==> src/rtl/alu_sequencer.sv <==
// alu_sequencer: FIFO-buffered valid/ready front end for the 64-bit combinational ALU,
// one operation in flight, in-order results. Define ALU_SEQ_STATS_EN for stat_done/stat_err.
module alu_sequencer #(
  parameter int N     = 63,
  parameter int DEPTH = 4
) (
  input  logic         clk,
  input  logic         rst_n,
  input  logic         cmd_valid,
  output logic         cmd_ready,
  input  logic [N:0]   cmd_a,
  input  logic [N:0]   cmd_b,
  input  logic [3:0]   cmd_op,
  output logic [N:0]   alu_a,
  output logic [N:0]   alu_b,
  output logic [3:0]   alu_op,
  input  logic [N+1:0] alu_y,
  output logic         rsp_valid,
  input  logic         rsp_ready,
  output logic [N+1:0] rsp_y,
  output logic         rsp_carry,
  output logic         rsp_zero,
  output logic         rsp_err
`ifdef ALU_SEQ_STATS_EN
  ,
  output logic [15:0]  stat_done,
  output logic [15:0]  stat_err
`endif
);
  localparam int          AW   = $clog2(DEPTH);
  localparam int          CW   = 2 * (N + 1) + 4;
  localparam logic [AW:0] FULL = (AW + 1)'(DEPTH);

  typedef enum logic [1:0] {S_IDLE, S_ISSUE, S_RESP} state_t;

  state_t        r_state;
  logic [CW-1:0] r_mem [DEPTH];
  logic [AW-1:0] r_wr_ptr, r_rd_ptr;
  logic [AW:0]   r_count;
  logic [N:0]    r_alu_a, r_alu_b;
  logic [3:0]    r_alu_op;
  logic          r_rsp_valid, r_rsp_carry, r_rsp_zero, r_rsp_err;
  logic [N+1:0]  r_rsp_y;

  logic          w_empty, w_push, w_pop, w_rsp_hs, w_err;
  logic [CW-1:0] w_head;

  assign w_empty   = (r_count == '0);
  assign cmd_ready = (r_count != FULL);
  assign w_push    = cmd_valid && cmd_ready;
  assign w_rsp_hs  = (r_state == S_RESP) && rsp_ready;
  assign w_pop     = !w_empty && ((r_state == S_IDLE) || w_rsp_hs);
  assign w_head    = r_mem[r_rd_ptr];

  // Illegal opcodes and divide/modulus by zero are judged on the issued operands.
  assign w_err = (r_alu_op == 4'b0101) || (r_alu_op >= 4'b1010) ||
                 (((r_alu_op == 4'b0011) || (r_alu_op == 4'b0100)) && (r_alu_b == '0));

  always_ff @(posedge clk) begin
    if (w_push) r_mem[r_wr_ptr] <= {cmd_a, cmd_b, cmd_op};
  end

  always_ff @(posedge clk or negedge rst_n) begin
    if (!rst_n) begin
      r_wr_ptr <= '0;
      r_rd_ptr <= '0;
      r_count  <= '0;
    end else begin
      if (w_push) r_wr_ptr <= r_wr_ptr + 1'b1;
      if (w_pop)  r_rd_ptr <= r_rd_ptr + 1'b1;
      case ({w_push, w_pop})
        2'b10:   r_count <= r_count + 1'b1;
        2'b01:   r_count <= r_count - 1'b1;
        default: r_count <= r_count;
      endcase
    end
  end

  always_ff @(posedge clk or negedge rst_n) begin
    if (!rst_n) begin
      r_state     <= S_IDLE;
      r_alu_a     <= '0;
      r_alu_b     <= '0;
      r_alu_op    <= '0;
      r_rsp_valid <= 1'b0;
      r_rsp_y     <= '0;
      r_rsp_carry <= 1'b0;
      r_rsp_zero  <= 1'b0;
      r_rsp_err   <= 1'b0;
    end else begin
      case (r_state)
        S_IDLE: begin
          if (w_pop) begin
            {r_alu_a, r_alu_b, r_alu_op} <= w_head;
            r_state <= S_ISSUE;
          end
        end
        S_ISSUE: begin
          r_rsp_valid <= 1'b1;
          r_state     <= S_RESP;
          if (w_err) begin
            r_rsp_y     <= '0;
            r_rsp_carry <= 1'b0;
            r_rsp_zero  <= 1'b1;
            r_rsp_err   <= 1'b1;
          end else begin
            r_rsp_y     <= alu_y;
            r_rsp_carry <= alu_y[N+1];
            r_rsp_zero  <= (alu_y == '0);
            r_rsp_err   <= 1'b0;
          end
        end
        S_RESP: begin
          if (w_rsp_hs) begin
            r_rsp_valid <= 1'b0;
            if (w_pop) begin
              {r_alu_a, r_alu_b, r_alu_op} <= w_head;
              r_state <= S_ISSUE;
            end else begin
              r_state <= S_IDLE;
            end
          end
        end
        default: r_state <= S_IDLE;
      endcase
    end
  end

`ifdef ALU_SEQ_STATS_EN
  logic [15:0] r_stat_done, r_stat_err;

  always_ff @(posedge clk or negedge rst_n) begin
    if (!rst_n) begin
      r_stat_done <= '0;
      r_stat_err  <= '0;
    end else if (w_rsp_hs) begin
      if (r_stat_done != '1)             r_stat_done <= r_stat_done + 1'b1;
      if (r_rsp_err && r_stat_err != '1) r_stat_err  <= r_stat_err + 1'b1;
    end
  end

  assign stat_done = r_stat_done;
  assign stat_err  = r_stat_err;
`endif

  assign alu_a     = r_alu_a;
  assign alu_b     = r_alu_b;
  assign alu_op    = r_alu_op;
  assign rsp_valid = r_rsp_valid;
  assign rsp_y     = r_rsp_y;
  assign rsp_carry = r_rsp_carry;
  assign rsp_zero  = r_rsp_zero;
  assign rsp_err   = r_rsp_err;

endmodule

==> config.mk <==
export PLATFORM = sky130hd
export DESIGN_NAME = alu_sequencer
export DESIGN_NICKNAME = d
export VERILOG_FILES = /design/src/rtl/alu_sequencer.sv
export SDC_FILE = /design/constraint.sdc
export NUM_CORES = 1
export LEC_CHECK = 0
export ABC_AREA = 1
export BUFFER_PORTS_ARGS = -buffer_cell sky130_fd_sc_hd__buf_2
export CAP_MARGIN = 20
export CORE_ASPECT_RATIO = 0.7
export CORE_UTILIZATION = 30
export DETAILED_ROUTE_END_ITERATION = 10
export PLACE_DENSITY_LB_ADDON = 0.3
export SYNTH_ARGS = -nofsm -noshare
export SYNTH_HDL_FRONTEND = slang
export SYNTH_SLANG_ARGS = --single-unit
==> constraint.sdc <==
create_clock -name clk -period 14.55 [get_ports clk]
set_input_delay 2.1825 -clock clk [delete_from_list [all_inputs] [get_ports clk]]
set_output_delay 2.1825 -clock clk [all_outputs]
set_load 0.02 [all_outputs]
### Word level (Yosys, flattened, before mapping)

Memories as Yosys holds them, arrays and structs flattened.
Index checks and enable logic that the tools add are counted.
Widths: inputs -> output; s select.

| operators by class | value |
|---|---|
| order comparisons | 1 |
| mux-type cells | 22 |
| eq/ne operators | 10 |
| reductions and logical operators | 19 |
| $add $sub $neg | 4 |

Operators by type and width:

| cell | number |
|---|---|
| $mux 64 | 4 |
| $pmux 64 s2 | 2 |
| $logic_not 65->1 | 1 |
| $mux 65 | 1 |
| $logic_not 64->1 | 1 |
| $eq 4x3->1 const B | 2 |
| $mux 4 | 2 |
| $pmux 4 s2 | 1 |
| $mux 1 | 7 |
| $pmux 2 s3 | 1 |
| $pmux 3 s2 | 1 |
| $reduce_and 2->1 | 3 |
| $reduce_bool 2->1 | 3 |
| $add 2x1->2 const B | 2 |
| $eq 2x1->1 const B | 2 |
| $eq 2x2->1 const B | 2 |
| $eq 4x2->1 const B | 1 |
| $ge 4x4->1 const B | 1 |
| $logic_and 1x1->1 | 4 |
| $logic_or 1x1->1 | 4 |
| $mux 2 | 2 |
| $ne 2x2->1 const B | 2 |
| $add 3x1->3 const B | 1 |
| $logic_not 3->1 | 1 |
| other kinds (5) | 5 |

| storage, ports and cells | value |
|---|---|
| output and inout bits | 202 |
| memories | 1 |
| register bits | 210 |
| RAM bits | 528 |

Memories:

| name | words | width | read ports | clocked after memory_dff | write ports | RTL line | source |
|---|---|---|---|---|---|---|---|
| r_mem | 4 | 132 | 1 | 0 | 1 | 37 | `logic [CW-1:0] r_mem [DEPTH];` |

### Logic depth before layout (Yosys ltp)

| depth | value |
|---|---|
| depth after elaboration | 7 |
| gate-level depth with buffers | 12 |
| gate-level depth less buffers | 10 |

### Worst setup path before layout

Ideal clock, no wire load.

| timing | value |
|---|---|
| kind | input port to flip-flop |
| start | input port cmd_valid |
| end | memory r_mem[0][0] (netlist name) (enable) |
| path buffers | 0 |
| arrival | 7.859 ns |
| setup time | 0.626 ns |
| path slack | 6.065 ns |
| required time | 13.924 ns |
| stages | 2 |
| cell sequence | nand2_1 > nor2_1 |

| between the ends | value |
|---|---|
| cells in the longest elaborated chain, start to end | 3 |

RTL lines:

| what | RTL line | source |
|---|---|---|
| start: declaration | 9 | `input logic cmd_valid,` |
| $logic_and 1x1->1 | 50 | `assign w_push = cmd_valid && cmd_ready;` |
| $mux 1 | 60 | `if (w_push) r_mem[r_wr_ptr] <= {cmd_a, cmd_b, cmd_op};` |
| $mux 1 (not written as such) | 60 |  |
| end: declaration | 37 |  |

No other way between the ends.

### Worst setup path after layout

| timing | value |
|---|---|
| start | input port rsp_ready |
| end | register r_alu_a[28], in the netlist alu_a[28] |

| between the ends | value |
|---|---|
| cells in the longest elaborated chain, start to end | 6 |
| elaborated cells between the ends (all ways) | 8 |

RTL lines:

| what | RTL line | source |
|---|---|---|
| start: declaration | 19 | `input logic rsp_ready,` |
| $logic_and 1x1->1 (*) | 51 | `assign w_rsp_hs = (r_state == S_RESP) && rsp_ready;` |
| $logic_or 1x1->1 | 52 | `assign w_pop = !w_empty && ((r_state == S_IDLE) \|\| w_rsp_hs);` |
| $logic_and 1x1->1 | 52 |  |
| $mux 64 (2 in a row) | - |  |
| $pmux 64 s2 | - |  |
| end signal: assignment | 94 | `{r_alu_a, r_alu_b, r_alu_op} <= w_head;` |
| end signal: assignment | 117 | `{r_alu_a, r_alu_b, r_alu_op} <= w_head;` |
| end: declaration | 40 | `logic [N:0] r_alu_a, r_alu_b;` |

Mark *: on every way between the ends. The rest lies on a longest branch, timed or not. The select of a mux whose other input is x is not followed.
A chain may end at the register's enable or synchronous reset.

==> impl_metrics.ini <==
[outcome]
status = finished clean

[die]
dieArea_um2 = 94610
io_pins = 403
die_h_um = 257.6
start_util = 0.3035
core-area_um2 = 92270
fp-row-count = 93
die_x_um = 367.2

[synth]
postSynthAreaPerCell_um2 = 12.17
synth_cell_types = 27
yosysWarnings = 0
yosysTopAreaCell = edfxtp_1
ys_seq_area_frac = 0.7528
synth_area_leaders = edfxtp_1 (57%), dfrtp_1 (19%), nor2_1 (9.6%)
syn-num-nets = 2509
ys_seq_elements = 737
synth_top_area_share = 0.5661
synth_cells = 2302
syn_area_um2 = 28010

[clock_tree]
htree_levels = 3
cts_buffers = 76
cts_resized = 0
cts_tree = yes
cts_max_path_buffers = 3
clkLatencyLatePin_ns = 0.65
cts_hold_buf = 0
cts.sinks = 737
cts_setup_buffers = 0
clk_pin_slew_ns = 0.06
clockRootBuffer = clkbuf_16

[routing]
drt_first_pass_iters = 5
initialDrtViolationCount = 1200
ant_nets = 0
drc = 0
vias = 18221
wl_per_cell_um = 18.74
via_per_inst = 4.585
drt-total-wl_um = 74470

[grt]
grt_pass1_wl_um = 111700
grt_pass1_vias = 17535
grt_max_degree = 129
gr-usage-all-layers = 0.1559
gr-total-overflow = 0
antenna_found_initial = 20

[power_and_ir_drop]
p_leak_uw = 0.01278
vdd_drop_max_mv = 0.09769
p_per_area_nw_per_um2 = 227.6
total_power_uw = 7659

[placement]
gp_congestion = 0.8281
post-place-ws_ns = 9.358
io_buffers = 402
hpwlAfterDp_um = 44320

[sta]
finalSetupViolCount = 0
tns_ns = 0
slew_violations = 0
holdWs_ns = 0.4720
slew-limit-headroom = 0.2859
rsz0062_at_grt = no
period_minus_slack_ns = 4.499
worst_pin_slew_ns = 1.071
max_freq_mhz = 222.3
finalHoldViolations = 0
setup_slack_ns = 10.05
skew_ns = 0.02190
fin_crit_sh = 0.3092

[setup_path]
r2r_slack_ns = 11.28
start_kind = input port
crit_path_end_kind = flip-flop
cp_max_fo = 84
crit_required_ns = 15.12
crit_type = in2reg
worst_ep_arrival_time_ns = 5.07

[layout]
nets = 2880
final_layout_size_suffix_gt1_frac = 0.2055
area_growth_pct = 20.17

[min_path]
min_path_type = reg2reg

[run]
maxCapViolCount = 0
[through the flow]
step | util | cells | area [um2]
after CTS | 0.3647 | 3970 | 33650
after floorplan | - | 2302 | 28010
after global routing | 0.3647 | 3971 | 33650
after detailed placement | 0.3382 | 3830 | 31210
final | 0.3648 | 3974 | 33660
after global placement | 0.3382 | 3830 | 31210
[final cells by class]
| cell class | count | area (um2) |
|---|---|---|
| antenna | 4 | 10.01 |
| fill | 9026 | 58620 |
| timing repair buffer | 432 | 2260 |
| tap | 1235 | 1545 |
| clock buffer | 115 | 2232 |
| multi-input combinational | 1401 | 6205 |
| inverter | 25 | 103.9 |
| clock inverter | 25 | 210.2 |
| sequential | 737 | 21090 |
[final timing paths]
path | start | end | cells after the start
max in group asynchronous | rst_n | alu_b[21] | 2
min reg2reg | rsp_y[48] | rsp_y[48] | 2
max | rsp_ready | alu_a[28] | 8
min in group asynchronous | rst_n | rsp_y[38] | 1
max reg2reg | r_state[1] | alu_a[28] | 7
min | rsp_y[48] | rsp_y[48] | 2
[placed cells by master, fill, tap and decap left out, drive strengths merged, types with 5 or more instances in the layout]
cell / count
nor2: 720
edfxtp: 528
buf: 432
o21ai: 275
dfrtp: 209
nand2: 172
a31oi: 126
clkbuf: 115
nand3: 73
inv: 29
clkinv: 17
o22ai: 8
a21oi: 6
ha: 5
[cell usage after synthesis]
master	number
buf_4	14
dfrtp_1	209
nor2_2	1
nand3b_1	1
xor2_1	4
or2_2	4
o21ai_1	1
o22ai_1	8
a31oi_1	125
ha_1	5
fa_1	1
clkbuf_1	52
buf_1	5
a31oi_4	1
buf_6	1
nor3_1	1
buf_2	67
a21oi_1	6
nand3_1	73
nor2_1	719
nand4_1	4
nand2_1	172
o21ai_0	274
inv_1	22
edfxtp_1	528
inv_2	3
xnor2_1	1
[critical path, stage by stage]
cell	delay, ns
buf_2	0.09
nand3b_1	0.11
nand2_1	0.11
a31oi_4	0.62
buf_4	0.73
buf_4	0.78
nor2_1	0.09
a31oi_1	0.20
[cells by family after synthesis]
logic type / count (synthesis) / share of synthesized area
AND/OR/NAND/NOR: 975 / 0.1349
buffers and inverters: 164 / 0.02712
XOR/XNOR: 5 / 0.001563
flip-flops: 737 / 0.7528
AO/OA/AOI/OAI: 415 / 0.08068
adder cells (fa/ha/maj): 6 / 0.002948
[metal layers]
metal | up-vias | wire length [um] | share of wire | track usage
li1 | 8778 | - | - | -
met1 | 8830 | 34080 | 0.46 | 0.2132
met2 | 473 | 33080 | 0.44 | 0.2362
met3 | 112 | 5798 | 0.078 | 0.05545
met4 | 28 | 1341 | 0.018 | 0.03715
met5 | - | 174 | 0.0023 | 0
[report_power, final]
part,switching (uW),total (uW),internal [uW]
Clock,820,1920,1100
Sequential,277,3150,2880
Combinational,1840,2580,740
Total,2940,7660,4720
[flip-flops by register name, summed over array words and instances, names as in the netlist]
name	flops
alu_a	64
alu_b	64
alu_op	4
r_count	3
r_mem	528
r_rd_ptr	2
r_state	2
r_wr_ptr	2
rsp_carry	1
rsp_err	1
rsp_valid	1
rsp_y	64
rsp_zero	1
Power figures use the tool's default switching activity.
